===== config.mk =====
export PLATFORM = sky130hd
export DESIGN_NAME = sigma_delta_adc
export DESIGN_NICKNAME = d
export VERILOG_FILES = /design/src/rtl/sd_pkg.sv /design/src/rtl/sd_cic2_decimator.sv /design/src/rtl/sigma_delta_adc.sv
export SDC_FILE = /design/constraint.sdc
export NUM_CORES = 1
export LEC_CHECK = 0
export ABC_AREA = 1
export CAP_MARGIN = 40
export CORE_MARGIN = 2
export CORE_UTILIZATION = 28
export CTS_BUF_LIST = sky130_fd_sc_hd__clkbuf_16
export CTS_CLUSTER_DIAMETER = 150
export DETAILED_ROUTE_END_ITERATION = 10
export PLACE_DENSITY = 0.45
export SETUP_SLACK_MARGIN = 0.3
export SLEW_MARGIN = 20
export SYNTH_ARGS = -nofsm -noshare
export SYNTH_HDL_FRONTEND = slang
export SYNTH_SLANG_ARGS = --single-unit

===== constraint.sdc =====
create_clock -name Clk -period 9.5 [get_ports Clk]
set_clock_uncertainty 0.15 [all_clocks]
set_input_delay 2.375 -clock Clk [delete_from_list [all_inputs] [get_ports Clk]]
set_output_delay 2.375 -clock Clk [all_outputs]
set_load 0.01 [all_outputs]

===== src/rtl/sd_pkg.sv =====
// Shared delta-sigma definitions: default oversampling, output width, CIC width and
// the excess-code midscale used by both the ADC and the DAC.
package sd_pkg;

  localparam int OSR_LOG2_DEF = 7;
  localparam int OUT_W_DEF    = 13;
  localparam int CIC_W_DEF    = 2 * OSR_LOG2_DEF + 1;

  localparam logic [OUT_W_DEF-1:0] EXCESS_MID = {1'b1, {(OUT_W_DEF-1){1'b0}}};

  function automatic int cicWidth(input int osrLog2);
    return 2 * osrLog2 + 1;
  endfunction

endpackage


===== src/rtl/sd_cic2_decimator.sv =====
// Second-order CIC decimator: turns a 1-bit ones-density stream into an excess-coded
// sample once every 2^OSR_LOG2 enabled clocks, after two priming boundaries.
module sd_cic2_decimator
  import sd_pkg::*;
#(
  parameter int OSR_LOG2 = OSR_LOG2_DEF,
  parameter int OUT_W    = OUT_W_DEF
) (
  input  logic             Clk,
  input  logic             Reset_n,
  input  logic             Enable,
  input  logic             Restart,
  input  logic             DataBit,
  output logic [OUT_W-1:0] Sample,
  output logic             Valid
);

  localparam int W      = cicWidth(OSR_LOG2);
  localparam int FULL_W = 2 * OSR_LOG2;
  localparam int SHIFT  = FULL_W - OUT_W;

  localparam logic [1:0] PRIME_FIRST  = 2'd0;
  localparam logic [1:0] PRIME_SECOND = 2'd1;
  localparam logic [1:0] PRIME_DONE   = 2'd2;

  logic [OSR_LOG2-1:0] decCount;
  logic [OSR_LOG2-1:0] countNow;
  logic [1:0]          primeState;
  logic [1:0]          primeNow;
  logic                boundary;
  logic                outPending;

  logic [W-1:0] integ1;
  logic [W-1:0] integ2;
  logic [W-1:0] integ2Dly;
  logic [W-1:0] comb1Dly;
  logic [W-1:0] comb2;
  logic [W-1:0] comb1Next;
  logic [W-1:0] comb2Next;

  logic [FULL_W-1:0] fullSat;
  logic [FULL_W-1:0] fullShifted;

  // A restart makes this cycle behave as the first of a fresh conversion.
  always_comb begin
    countNow  = Restart ? '0 : decCount;
    primeNow  = Restart ? PRIME_FIRST : primeState;
    boundary  = Enable && (countNow == {OSR_LOG2{1'b1}});
    comb1Next = integ2 - integ2Dly;
    comb2Next = comb1Next - comb1Dly;
  end

  always_ff @(posedge Clk or negedge Reset_n) begin
    if (!Reset_n) begin
      integ1   <= '0;
      integ2   <= '0;
      decCount <= '0;
    end else if (Enable) begin
      integ1   <= integ1 + W'(DataBit);
      integ2   <= integ2 + integ1;
      decCount <= countNow + 1'b1;
    end
  end

  // Combs always load at a boundary; only a primed boundary hands a result onward.
  always_ff @(posedge Clk or negedge Reset_n) begin
    if (!Reset_n) begin
      integ2Dly  <= '0;
      comb1Dly   <= '0;
      comb2      <= '0;
      primeState <= PRIME_FIRST;
      outPending <= 1'b0;
    end else begin
      outPending <= boundary && (primeNow == PRIME_DONE);
      if (Enable) begin
        primeState <= primeNow;
      end
      if (boundary) begin
        integ2Dly <= integ2;
        comb1Dly  <= comb1Next;
        if (primeNow == PRIME_DONE) begin
          comb2 <= comb2Next;
        end else begin
          primeState <= primeNow + 2'd1;
        end
      end
    end
  end

  // Only full scale sets the top comb bit, so it selects saturation.
  always_comb begin
    fullSat     = comb2[FULL_W] ? {FULL_W{1'b1}} : comb2[FULL_W-1:0];
    fullShifted = fullSat >> SHIFT;
  end

  always_ff @(posedge Clk or negedge Reset_n) begin
    if (!Reset_n) begin
      Sample <= '0;
      Valid  <= 1'b0;
    end else if (outPending && Enable) begin
      Sample <= fullShifted[OUT_W-1:0];
      Valid  <= 1'b1;
    end else begin
      Valid  <= 1'b0;
    end
  end

endmodule


===== src/rtl/sigma_delta_adc.sv =====
// First-order delta-sigma ADC front end: comparator synchronizer, registered feedback
// bit and enable edge detect, feeding the CIC decimator.
module sigma_delta_adc
  import sd_pkg::*;
#(
  parameter int OSR_LOG2    = OSR_LOG2_DEF,
  parameter int OUT_W       = OUT_W_DEF,
  parameter int SYNC_STAGES = 2
) (
  input  logic             Clk,
  input  logic             Reset_n,
  input  logic             Enable,
  input  logic             CmpIn,
  output logic             FBout,
  output logic [OUT_W-1:0] Sample,
  output logic             SampleValid
);

  logic [SYNC_STAGES-1:0] syncChain;
  logic                   cmpSync;
  logic                   enablePrev;
  logic                   restart;

  // The synchronizer runs regardless of Enable so the first enabled bit is settled.
  always_ff @(posedge Clk or negedge Reset_n) begin
    if (!Reset_n) begin
      syncChain <= '0;
    end else begin
      syncChain <= {syncChain[SYNC_STAGES-2:0], CmpIn};
    end
  end

  assign cmpSync = syncChain[SYNC_STAGES-1];
  assign restart = Enable && !enablePrev;

  always_ff @(posedge Clk or negedge Reset_n) begin
    if (!Reset_n) begin
      FBout      <= 1'b0;
      enablePrev <= 1'b0;
    end else begin
      enablePrev <= Enable;
      if (Enable) begin
        FBout <= cmpSync;
      end
    end
  end

  sd_cic2_decimator #(
    .OSR_LOG2 (OSR_LOG2),
    .OUT_W    (OUT_W)
  ) decimator (
    .Clk     (Clk),
    .Reset_n (Reset_n),
    .Enable  (Enable),
    .Restart (restart),
    .DataBit (cmpSync),
    .Sample  (Sample),
    .Valid   (SampleValid)
  );

endmodule


### After elaboration in Yosys (flattened, before gate mapping)

Index checks and enable logic that the tools add are counted.
W data, S select, Z words.

* register bits: 103
* bits of input ports: 4
* output and inout port bits: 15
* logic and storage cells: 34

* add/subtract/negate cells: 6
* equal/unequal tests: 2
* muxes and demuxes: 7
* reduce and logical (&&, ||, !) cells: 6

Operator list (number)
* $sub A15 B15 Y15: 2
* $add A15 B1 Y15: 1
* $add A15 B15 Y15: 1
* $mux W14: 1
* $mux W2: 4
* $add A7 B1 Y7 const B: 1
* $eq A7 B7 Y1 const B: 1
* $mux W7: 1
* $logic_and A1 B1 Y1: 4
* $add A2 B1 Y2 const B: 1
* $eq A2 B2 Y1 const B: 1
* $reduce_and A2 Y1: 1
* $logic_not A1 Y1: 1
* $mux W1: 1

### Logic depth before layout (Yosys ltp)

* word-level depth: 6
* gate-level depth with buffers: 21

### Modules after synthesis

A second synthesis with hierarchy kept.

* cell total of the unflattened synthesis: 774
* area total of the unflattened synthesis: 6150.9 sq um

By module, submodules not included
* sd_cic2_decimator: instances 1, cells each 765, area each 6032.0 sq um, sequential area each 2452.4 sq um
* sigma_delta_adc: instances 1, cells each 9, area each 118.9 sq um, sequential area each 100.1 sq um

### Least setup slack after synthesis

Ideal clock, no wire load.

* kind: input to register
* start: input port Enable
* end: register decimator.comb2[2]
* setup time: 122 ps
* arrival: 3705 ps
* slack: 5523 ps
* stages: 12
* buffers on the path: 1
* cell sequence: inv_2 nor2_2 nor2_1 ha_1 nand2_1 nor2_4 nand4_4 nor2_8 nand3_2 buf_4 nand2_1 o21ai_2

* word-level cells in the longest chain between the ends: 5
* elaborated cells on any way between the ends: 7
* those cells by class: eq/ne (2); mux (2); reduce/logical (3)

RTL lines
* from (decl): RTL line sigma_delta_adc.sv:12 `input logic Enable,`
* $logic_and A1 B1 Y1: RTL line sigma_delta_adc.sv:34 `assign restart = Enable && !enablePrev;`
* $mux W7: RTL line sd_cic2_decimator.sv:46 `countNow = Restart ? '0 : decCount;`
* $eq A7 B7 Y1: RTL line sd_cic2_decimator.sv:48 `boundary = Enable && (countNow == {OSR_LOG2{1'b1}});`
* $logic_and A1 B1 Y1: RTL line sd_cic2_decimator.sv:48
* $reduce_and A2 Y1 (no source line) (*)
* to (signal assigned): RTL line sd_cic2_decimator.sv:82 `comb2 <= comb2Next;`
* to (decl): RTL line sd_cic2_decimator.sv:37 `logic [W-1:0] comb2;`

Every way passes the cells marked *; elsewhere a longest branch is shown, timed or not.
A chain may end at the register's enable or synchronous reset.

### Final worst setup path

* start: input port Enable
* end: register decimator.comb2[7]

Same word-level chain as after synthesis.

==> qor.txt <==
status: complete, no violations
flip-flop and latch area: 0.00255 sq mm
Die ar.: 0.0229 sq mm
#FFs+latches synth: 102
Cells after Synth: 761
Layout area overhead: 12.6%
hold bufs inserted after CTS: 0
Routed Antenna Nets: 0
Fill cells: 2303
Max clock buf depth: 2
vias post-DR: 4590
final hold viol count: 0
min Tclk post-route: 5.34 ns
Total Power: 1.42 mW
H-Tree Depth: 3
Seq/Total Area, Yosys: 0.421
total CTS buffers: 9
Port Buf Inserts: 18
area of the multi-input gates: 0.00309 sq mm
final setup margin: 4.16 ns
Rel. slew slack: 0.575
yosys warns: 0
Mean Syn Cell Area: 7.98 sq um
pre-CTS WS: 3.75 ns
Critical Path Fanout Max: 55
GR Util All Layers: 0.122
Hold Crit Class: reg2reg
Synth area leaders: dfrtp_1 42%, nand2_1 13%, ha_1 9.1%
top cell type's share of synthesized area: 0.421
most frequent cells in the layout: 210 x nand2_1, 102 x dfrtp_1, 92 x inv_1
max-slew violations: 0
WL final: 12.6 mm
post-route cell area: 0.00683 sq mm
Syn Nets: 812
Synth area leader: dfrtp_1
RePlAce Congestion: 0.772
post-CTS setup buffer count: 0
GRT overflow: 0
Post-Syn Area: 0.00607 sq mm
Max stage delay cell, worst path: nor2_8
Critical Setup Path Class: in2reg
Pwr per Cell Area: 207 mW/mm^2
DRT Pass-1 Iters: 4
initial antenna violation count: 0
Setup crit end kind: flop
total core area: 0.0212 sq mm
Avg WL per Cell: 11.9 um
Final period util: 0.562
Die Ht: 151 um
Ports: 19
worst-margin pin slew: 0.638 ns
Unique masters post-synth: 33
max incr delay on CP: 0.53 ns
Final nets: 830
DP Wirelength: 9.66 mm
RSZ-0062 raised after global routing: no
# resized after CTS: 0
Initial Util: 0.287
clk slew on worst S/H paths: 0.07 ns
vias in the first global route: 4603
1st-iter DRT viols: 176
worst ir drop on vdd: 0.109 mV
Final setup viols: 0
CP cell instances: clkdlybuf4s50_1 -> buf_4 -> inv_2 -> nor2_2 -> nor2_1 -> ha_1 -> nand2_1 -> nor2_4 -> nand4_4 -> nor2_8 -> nand3_2 -> a21oi_1 -> o21ai_1 -> nand2_1
CTS tree: built
setup TNS: 0 ns
commonest non-fill, non-tap cell in the layout: nand2_1
Die W: 151 um
most frequent CP cell: nand2_1
CP required: 9.64 ns
Max-Cap Viols: 0
f_max: 0.187 GHz
P_leak: 3.52 nW
Rows: 53
Root Driver: clkbuf_16
first-pass GRT wire length: 22.2 mm
routed vias/inst: 4.34
Startpoint Class: input pin
Area after DPL: 0.00657 sq mm
clock sink total: 102
share of cells above drive strength 1: 0.0460
largest net degree at the start of global routing: 56
# DRC: 0
ANT cells: 0
Buffers & Inverters on Critical Path: 3
clock latency on the worst-skew pair: 0.35 ns
Crit path arrival time: 5.48 ns
delay-heaviest family, CP: simple AND/OR/NAND/NOR gates
Yosys cell counts, drive strengths merged:
master and instances:
nand2 211, dfrtp 102, inv 95, o21ai 76, nor2 52, ha 44
nand3 42, a21oi 32, xnor2 21, xor2 21, a21o 9, nand4 9
buf 8, nor3 8, clkbuf 7, o21bai 5, and2 4, nand3b 4
a31oi 3, fa 3, or2 3, a21boi 1, o21a 1
registers in the layout, indices dropped and copies added (netlist names):
name                  flops
decimator.Valid           1
decimator.comb1Dly       15
decimator.integ1         15
decimator.integ2         15
syncChain                 2
FBout                     1
decimator.comb2          14
decimator.outPending      1
decimator.decCount        7
decimator.Sample         13
decimator.integ2Dly      15
enablePrev                1
decimator.primeState      2
worst register-to-register path: stages (launching register included):
cell and delay (ns):
dfrtp_1 0.38, inv_1 0.14, ha_1 0.19, inv_1 0.08, fa_1 0.40, nand2_1 0.08
nand2_1 0.06, and2_1 0.18, a21oi_1 0.22, nor2_1 0.07, nor2_1 0.12, xnor2_1 0.11
ha_1 0.41, nand2_1 0.12, nor2_1 0.16, nand4_1 0.09, o21ai_0 0.31, nand3_1 0.13
nand3_1 0.10, nand2_1 0.05
power by group:
part / switching [mW] / internal, mW / total [mW] / leakage (nW)
clock: 0.160 / 0.173 / 0.334 / 0.130
combinational: 0.333 / 0.214 / 0.547 / 2.14
sequential: 0.0549 / 0.480 / 0.535 / 1.25
total: 0.548 / 0.867 / 1.42 / 3.52
cell families (layout without fill, tap and decap cells):
kind of cell	count (synthesis)	after routing	synth area share
and+or+nand+nor	333	333	0.235
AOI/OAI and AO/OA	127	127	0.113
buffers and inverters	110	132	0.0705
DFF	102	102	0.421
adders and majority gates	47	47	0.101
xor gates and xnor gates	42	42	0.0606
worst paths after layout:
kind	slack [ns]	to	from	cells past startpoint
hold reg to reg	0.20	syncChain[1]$_DFF_PN0_	syncChain[0]$_DFF_PN0_	0
hold / removal	0.20	syncChain[1]$_DFF_PN0_	syncChain[0]$_DFF_PN0_	0
min in group asynchronous	1.84	decimator.Sample[0]$_DFFE_PN0P_	Reset_n	1
setup reg to reg	5.85	decimator.comb2[14]$_DFFE_PN0P_	decimator.integ2[0]$_DFFE_PN0P_	19
setup / recovery	4.16	decimator.comb2[7]$_DFFE_PN0P_	Enable	14
max in group asynchronous	6.42	decimator.integ1[12]$_DFFE_PN0P_	Reset_n	3
layout make-up:
class,count,share of cell area
Tap cell,275,0.0504
Sequential cell,102,0.374
Timing Repair Buffer,22,0.0339
Clock inverter,6,0.00476
Multi-Input combinational cell,549,0.452
Inverter,95,0.0522
Clock buffer,9,0.0330
through the flow:
step	std cells	utilization	hold slack [ns]
after global routing	1058	0.323	0.208
after CTS	1058	0.323	0.205
after global placement	1041	0.309	0.186
final	1058	0.323	0.200
after floorplan	761	-	0.181
after detailed placement	1043	0.311	0.188
routing by layer:
metal,GRT usage,routed length [um],part of all wire
met4,0.0336,157,0.012
met5,0,0,0
met3,0.0244,326,0.026
met1,0.159,6400,0.51
met2,0.207,5740,0.45
(Power assumes the default switching activity.)
